**src/rtl/mem_stall_ctrl.sv**
```systemverilog
`default_nettype none
// ============================================================================
// Module   : mem_stall_ctrl
// Purpose  : Sequences a multi-cycle data-memory access for the instruction
//            sitting in the MEM stage. While the access is in flight, the
//            front of the pipeline (PC/IFID/IDEX/EXMEM) is frozen and bubbles
//            are fed into MEM/WB. In the release cycle (DONE) the load data is
//            presented to MEM/WB and the instruction advances.
// Revision : 1.0 - initial release
// ----------------------------------------------------------------------------
// Parameters
//   TIMEOUT        cycles allowed in REQ+WAIT without mem_ack_i (1..255)
//   CNT_W          timeout counter width, 2**CNT_W > TIMEOUT
// Ports
//   clk_i          clock, rising edge
//   rst_i          asynchronous active-low reset
//   mem_read_i     MEM-stage instruction is a load
//   mem_write_i    MEM-stage instruction is a store
//   addr_i         MEM-stage effective address
//   wdata_i        MEM-stage store data
//   mem_ack_i      data memory: access complete this cycle
//   mem_rdata_i    data memory read data, valid with mem_ack_i
//   mem_req_o      data memory request (registered)
//   mem_we_o       1 = write, 0 = read; valid while mem_req_o = 1
//   mem_addr_o     latched access address
//   mem_wdata_o    latched store data
//   rdata_o        captured load data towards MEM/WB
//   stall_o        freeze PC, IFID, IDEX, EXMEM
//   memwb_bubble_o force MEM/WB write-back controls to zero this cycle
//   timeout_err_o  sticky flag: an access was abandoned on timeout
// ============================================================================
module mem_stall_ctrl #(
    parameter int unsigned TIMEOUT = 255,
    parameter int unsigned CNT_W   = 8
) (
    input  logic        clk_i,
    input  logic        rst_i,
    input  logic        mem_read_i,
    input  logic        mem_write_i,
    input  logic [31:0] addr_i,
    input  logic [31:0] wdata_i,
    input  logic        mem_ack_i,
    input  logic [31:0] mem_rdata_i,
    output logic        mem_req_o,
    output logic        mem_we_o,
    output logic [31:0] mem_addr_o,
    output logic [31:0] mem_wdata_o,
    output logic [31:0] rdata_o,
    output logic        stall_o,
    output logic        memwb_bubble_o,
    output logic        timeout_err_o
);

    // ------------------------------------------------------------------------
    // State encoding and constants
    // ------------------------------------------------------------------------
    localparam logic [1:0] c_ST_IDLE = 2'd0;
    localparam logic [1:0] c_ST_REQ  = 2'd1;
    localparam logic [1:0] c_ST_WAIT = 2'd2;
    localparam logic [1:0] c_ST_DONE = 2'd3;

    localparam logic [CNT_W-1:0] c_CNT_LIMIT = CNT_W'(TIMEOUT);
    localparam logic [CNT_W-1:0] c_CNT_ONE   = CNT_W'(1);

    // ------------------------------------------------------------------------
    // Registers
    // ------------------------------------------------------------------------
    logic [1:0]       r_state;
    logic [CNT_W-1:0] r_cnt;
    logic             r_req;
    logic             r_we;
    logic [31:0]      r_addr;
    logic [31:0]      r_wdata;
    logic [31:0]      r_rdata;
    logic             r_terr;

    // ------------------------------------------------------------------------
    // Combinational control
    // ------------------------------------------------------------------------
    logic [1:0] w_state_nxt;
    logic       w_acc;
    logic       w_stall;
    logic       w_launch;    // IDLE detected an access: latch and request
    logic       w_ack_take;  // acknowledge accepted in REQ/WAIT
    logic       w_timeout;   // no acknowledge and the cycle budget is spent
    logic       w_count;     // still waiting: advance the timeout counter

    assign w_acc = mem_read_i | mem_write_i;

    // ------------------------------------------------------------------------
    // State register
    // ------------------------------------------------------------------------
    always_ff @(posedge clk_i or negedge rst_i) begin
        if (!rst_i) begin
            r_state <= c_ST_IDLE;
        end else begin
            r_state <= w_state_nxt;
        end
    end

    // ------------------------------------------------------------------------
    // Next-state and control decode
    // ------------------------------------------------------------------------
    always_comb begin
        w_state_nxt = r_state;
        w_stall     = 1'b0;
        w_launch    = 1'b0;
        w_ack_take  = 1'b0;
        w_timeout   = 1'b0;
        w_count     = 1'b0;

        case (r_state)
            c_ST_IDLE: begin
                // The stall must be raised in the detection cycle itself,
                // otherwise EXMEM would advance past the access.
                if (w_acc) begin
                    w_stall     = 1'b1;
                    w_launch    = 1'b1;
                    w_state_nxt = c_ST_REQ;
                end
            end

            c_ST_REQ, c_ST_WAIT: begin
                w_stall = 1'b1;
                // An acknowledge in the last allowed cycle still wins over
                // the timeout.
                if (mem_ack_i) begin
                    w_ack_take  = 1'b1;
                    w_state_nxt = c_ST_DONE;
                end else if (r_cnt == c_CNT_LIMIT) begin
                    w_timeout   = 1'b1;
                    w_state_nxt = c_ST_DONE;
                end else begin
                    w_count     = 1'b1;
                    w_state_nxt = c_ST_WAIT;
                end
            end

            c_ST_DONE: begin
                // Release cycle: the instruction moves into MEM/WB, so it is
                // never requested a second time.
                w_state_nxt = c_ST_IDLE;
            end

            default: begin
                w_state_nxt = c_ST_IDLE;
            end
        endcase
    end

    // ------------------------------------------------------------------------
    // Access datapath: latched request, timeout counter, load data, error
    // ------------------------------------------------------------------------
    always_ff @(posedge clk_i or negedge rst_i) begin
        if (!rst_i) begin
            r_cnt   <= '0;
            r_req   <= 1'b0;
            r_we    <= 1'b0;
            r_addr  <= '0;
            r_wdata <= '0;
            r_rdata <= '0;
            r_terr  <= 1'b0;
        end else begin
            if (w_launch) begin
                // Inputs are only sampled here; later changes on the
                // MEM-stage bus are irrelevant. A store wins when both
                // read and write are flagged.
                r_addr  <= addr_i;
                r_wdata <= wdata_i;
                r_we    <= mem_write_i;
                r_req   <= 1'b1;
                r_cnt   <= c_CNT_ONE;
            end else if (w_ack_take) begin
                r_req <= 1'b0;
                if (!r_we) begin
                    r_rdata <= mem_rdata_i;
                end
            end else if (w_timeout) begin
                r_req  <= 1'b0;
                r_terr <= 1'b1;
                // An abandoned load hands zero to the pipeline rather than
                // stale data from an earlier access.
                if (!r_we) begin
                    r_rdata <= '0;
                end
            end else if (w_count) begin
                r_cnt <= r_cnt + c_CNT_ONE;
            end
        end
    end

    // ------------------------------------------------------------------------
    // Outputs
    // ------------------------------------------------------------------------
    assign mem_req_o      = r_req;
    assign mem_we_o       = r_we;
    assign mem_addr_o     = r_addr;
    assign mem_wdata_o    = r_wdata;
    assign rdata_o        = r_rdata;
    assign timeout_err_o  = r_terr;

    // While reset is held the state is IDLE, but a pending MEM-stage access
    // would otherwise raise the stall; reset must release the pipeline.
    assign stall_o        = w_stall & rst_i;
    assign memwb_bubble_o = w_stall & rst_i;

endmodule
`default_nettype wire

```
**config.mk**
```make
export PLATFORM = sky130hd
export DESIGN_NAME = mem_stall_ctrl
export DESIGN_NICKNAME = d
export VERILOG_FILES = /design/src/rtl/mem_stall_ctrl.sv
export SDC_FILE = /design/constraint.sdc
export NUM_CORES = 1
export LEC_CHECK = 0
export ABC_AREA = 1
export BUFFER_PORTS_ARGS = -buffer_cell sky130_fd_sc_hd__buf_4
export CAP_MARGIN = 20
export CORE_UTILIZATION = 40
export DETAILED_ROUTE_END_ITERATION = 10
export HOLD_SLACK_MARGIN = 0.05
export PLACE_DENSITY = 0.69
export SYNTH_ARGS = -nofsm -noshare
export SYNTH_HDL_FRONTEND = slang
export SYNTH_SLANG_ARGS = --single-unit
```
**constraint.sdc**
```tcl
create_clock -name clk_i -period 2.99 [get_ports clk_i]
set_input_delay 0.299 -clock clk_i [delete_from_list [all_inputs] [get_ports clk_i]]
set_output_delay 0.299 -clock clk_i [all_outputs]
set_load 0.01 [all_outputs]
```
==> impl_results.md <==
* I/O pin count at 202
* Initial DRC Count at 208
* Core Rows at 38
* Final period util at 0.7522
* R2r worst-path depth at 6
* Pre-CTS setup slack at 0.9893 ns
* Initial antenna violation count at 0
* Post-CTS Hold Buffers at 0
* Total CTS buffers at 9
* Grt ovf at 0
* #FFs+latches synth at 109
* CTS-repair resized insts at 0
* Kind of critical path: reg -> out
* Crit-path cells: inv_1 -> ha_1 -> inv_1 -> nor2_4 -> o21ai_0 -> nor2_1 -> buf_4
* Reg2reg start: r_state[0]$_DFFE_PN0P_
* Worst Max-Slew Pin Slew at 0.9573 ns
* Pre-antenna DRT Iters at 4
* Critical path depth in cells at 7
* Tmin final at 2.249 ns
* CTS max path bufs at 2
* Fmax at 0.4446 GHz
* Hold Path Class: in -> async
* Clock Root Buffer: clkbuf_16
* Post-Synthesis Cells at 523
* Vias in the first global route at 4016
* Startpoint Class: flip-flop
* Die ar. at 11830 µm²
* Syn avg cell area at 8.720 µm²
* Antenna-violating nets left at 0
* CTS tree: done
* Reg-to-reg setup timing slack at 0.94 ns
* Arr. time, crit path at 1.95 ns
* Area grow syn2layout at 41.32%
* Remaining DRCs at 0
* Crit path max-delay cell type: dfrtp_1
* Final RePlAce weighted congestion at 0.8030
* WP data required at 2.69 ns
* Post-detailed-routing wire length at 11490 µm
* Crit path capture type: output port
* GRT Overall Usage at 0.2012
* Reg-to-Reg End: rdata_o[8]$_DFFE_PN0P_
* Finished Layout Cells at 857
* Htree depth at 3
* Syn nets at 628
* Outcome: finished clean
* Total Neg Setup Slack at 0 ns
* Initial Utilization at 0.4152
* Clk_skew at 0.004370 ns
* Rel. slew slack at 0.3611
* Core Util, Final at 0.5868
* Skew-Pair Late Insertion Delay at 0.34 ns
* Fin. Hold Viols at 0
* Max Slew Vio Count at 0
* Vias per cell at 4.732
* Largest net degree at the start of global routing at 66
* YS warnings at 0
* Core area at 10980 µm²
* Net total in the final layout at 817
* Hpwl dp at 8290 µm
* Syn Std Cell Area at 4561 µm²
* Crit-path leading delay family: simple AND/OR/NAND/NOR gates
* Inst Count DP at 841
* Fillers at 990
* Routed length per placed instance at 13.41 µm
* Max incr delay on CP at 0.43 ns
* Final worst slack at 0.7409 ns
* PortBufs at 201
* RSZ-0062 raised after global routing: no
* Worst Path Max Fanout at 20
* Antenna Cells at 0
* Yosys cell types at 21
* Setup Buffers After CTS at 0
* Worst path bufs/invs at 3
* Detailed-route via count at 4055
* Most frequent CP cell: inv_1
* Final number of setup-violating endpoints at 0
* Cell Pwr Density at 1055 nW/µm²
* Global-route wire length before repair at 18550 µm
* Max IR drop VDD at 0.0004707 V
* Die Y at 108.8 µm
* Die width at 108.8 µm
* Worst-path clk slew at 0.06 ns
* Layout cells sized above 1 at 0.3417
* Clk sinks at 109
* Max Cap Violations at 0
* Pleak at 3.591 nW
* Post-synthesis sequential area ratio at 0.5981
[Yosys cell counts]
library cell | number | area, µm²
buf_2 | 16 | 80.08
nand3_1 | 8 | 40.04
nand2_1 | 282 | 1059
xor2_1 | 3 | 26.28
nand2_2 | 16 | 100.1
buf_6 | 3 | 33.78
buf_4 | 1 | 7.510
ha_1 | 4 | 50.05
a21oi_1 | 2 | 10.01
nand4_1 | 35 | 219.0
nor3_1 | 1 | 5.000
nand3_4 | 1 | 17.52
dfrtp_1 | 109 | 2728
nor2_1 | 10 | 37.54
o21bai_1 | 1 | 7.510
inv_1 | 14 | 52.55
inv_2 | 2 | 7.510
nor2_2 | 2 | 12.51
nor2_4 | 2 | 22.52
clkbuf_1 | 8 | 30.03
o21ai_0 | 3 | 15.01
[power by group]
group	internal [mW]	switching [mW]	leakage (nW)
combinational	1.35	1.67	2.09
sequential	2.16	0.437	1.36
clock	0.669	0.521	0.140
[worst reg2reg max path: stages, from the launching register on]
cell,delay [ns]
dfrtp_1,0.42
inv_1,0.07
ha_1,0.40
nand2_1,0.10
inv_1,0.69
nand4_1,0.21
nand2_2,0.11
[layout make-up]
cell class	count	area [µm²]	area share
clock inverter	6	62.56	0.009707
clock buffer	10	239.0	0.03708
timing repair buffer	206	1559	0.2419
tap	140	175.2	0.02718
inverter	16	60.06	0.009319
sequential	109	2728	0.4232
multi-input combinational	370	1622	0.2516
[per-layer routing]
metal	vias to the layer above	global-route usage	part of all wire
met5	-	0	0
met4	0	0.08398	0.016
met3	13	0.07651	0.11
met2	168	0.3160	0.45
met1	1868	0.2483	0.42
li1	2006	-	-
[registers in the layout, indices dropped and copies added (netlist names)]
| register | count |
|---|---|
| mem_req_o | 1 |
| timeout_err_o | 1 |
| mem_wdata_o | 32 |
| mem_we_o | 1 |
| r_cnt | 8 |
| mem_addr_o | 32 |
| rdata_o | 32 |
| r_state | 2 |
[metrics by stage]
step,power [mW],hold slack (ns),instance area (µm²)
2_1_floorplan,4.219,0.003409,4561
3_3_place_gp,5.572,0.4213,6143
3_5_place_dp,5.677,0.4278,6143
4_1_cts,6.894,0.05934,6445
5_1_grt,7.352,0.07687,6445
6_report,6.802,0.03992,6445
[cell families after synthesis]
family	after synthesis	share of synthesized area
xor+xnor	3	0.005762
simple gates	357	0.3317
flops	109	0.5981
compound gates	6	0.007133
buf+inv	44	0.04637
fa+ha+maj	4	0.01097
[placed cells by master, fill, tap and decap left out, types with 4 or more instances in the layout]
master / count
nand4_1: 35
dfrtp_1: 109
ha_1: 4
buf_4: 205
nor2_1: 10
nand3_1: 8
inv_1: 14
nand2_1: 282
clkbuf_16: 9
nand2_2: 16
[how the worst max path moves through the flow]
stage,start,endpoint,slack [ns]
3_3_place_gp,r_state[0]$_DFFE_PN0P_,rdata_o[26]$_DFFE_PN0P_,1.08
5_1_grt,r_state[0]$_DFFE_PN0P_,stall_o,0.60
6_report,r_state[0]$_DFFE_PN0P_,stall_o,0.74
2_1_floorplan,r_state[0]$_DFFE_PN0P_,stall_o,1.25
4_1_cts,r_state[0]$_DFFE_PN0P_,stall_o,0.71
3_5_place_dp,r_state[0]$_DFFE_PN0P_,rdata_o[24]$_DFFE_PN0P_,0.99
(Power assumes the default switching activity.)
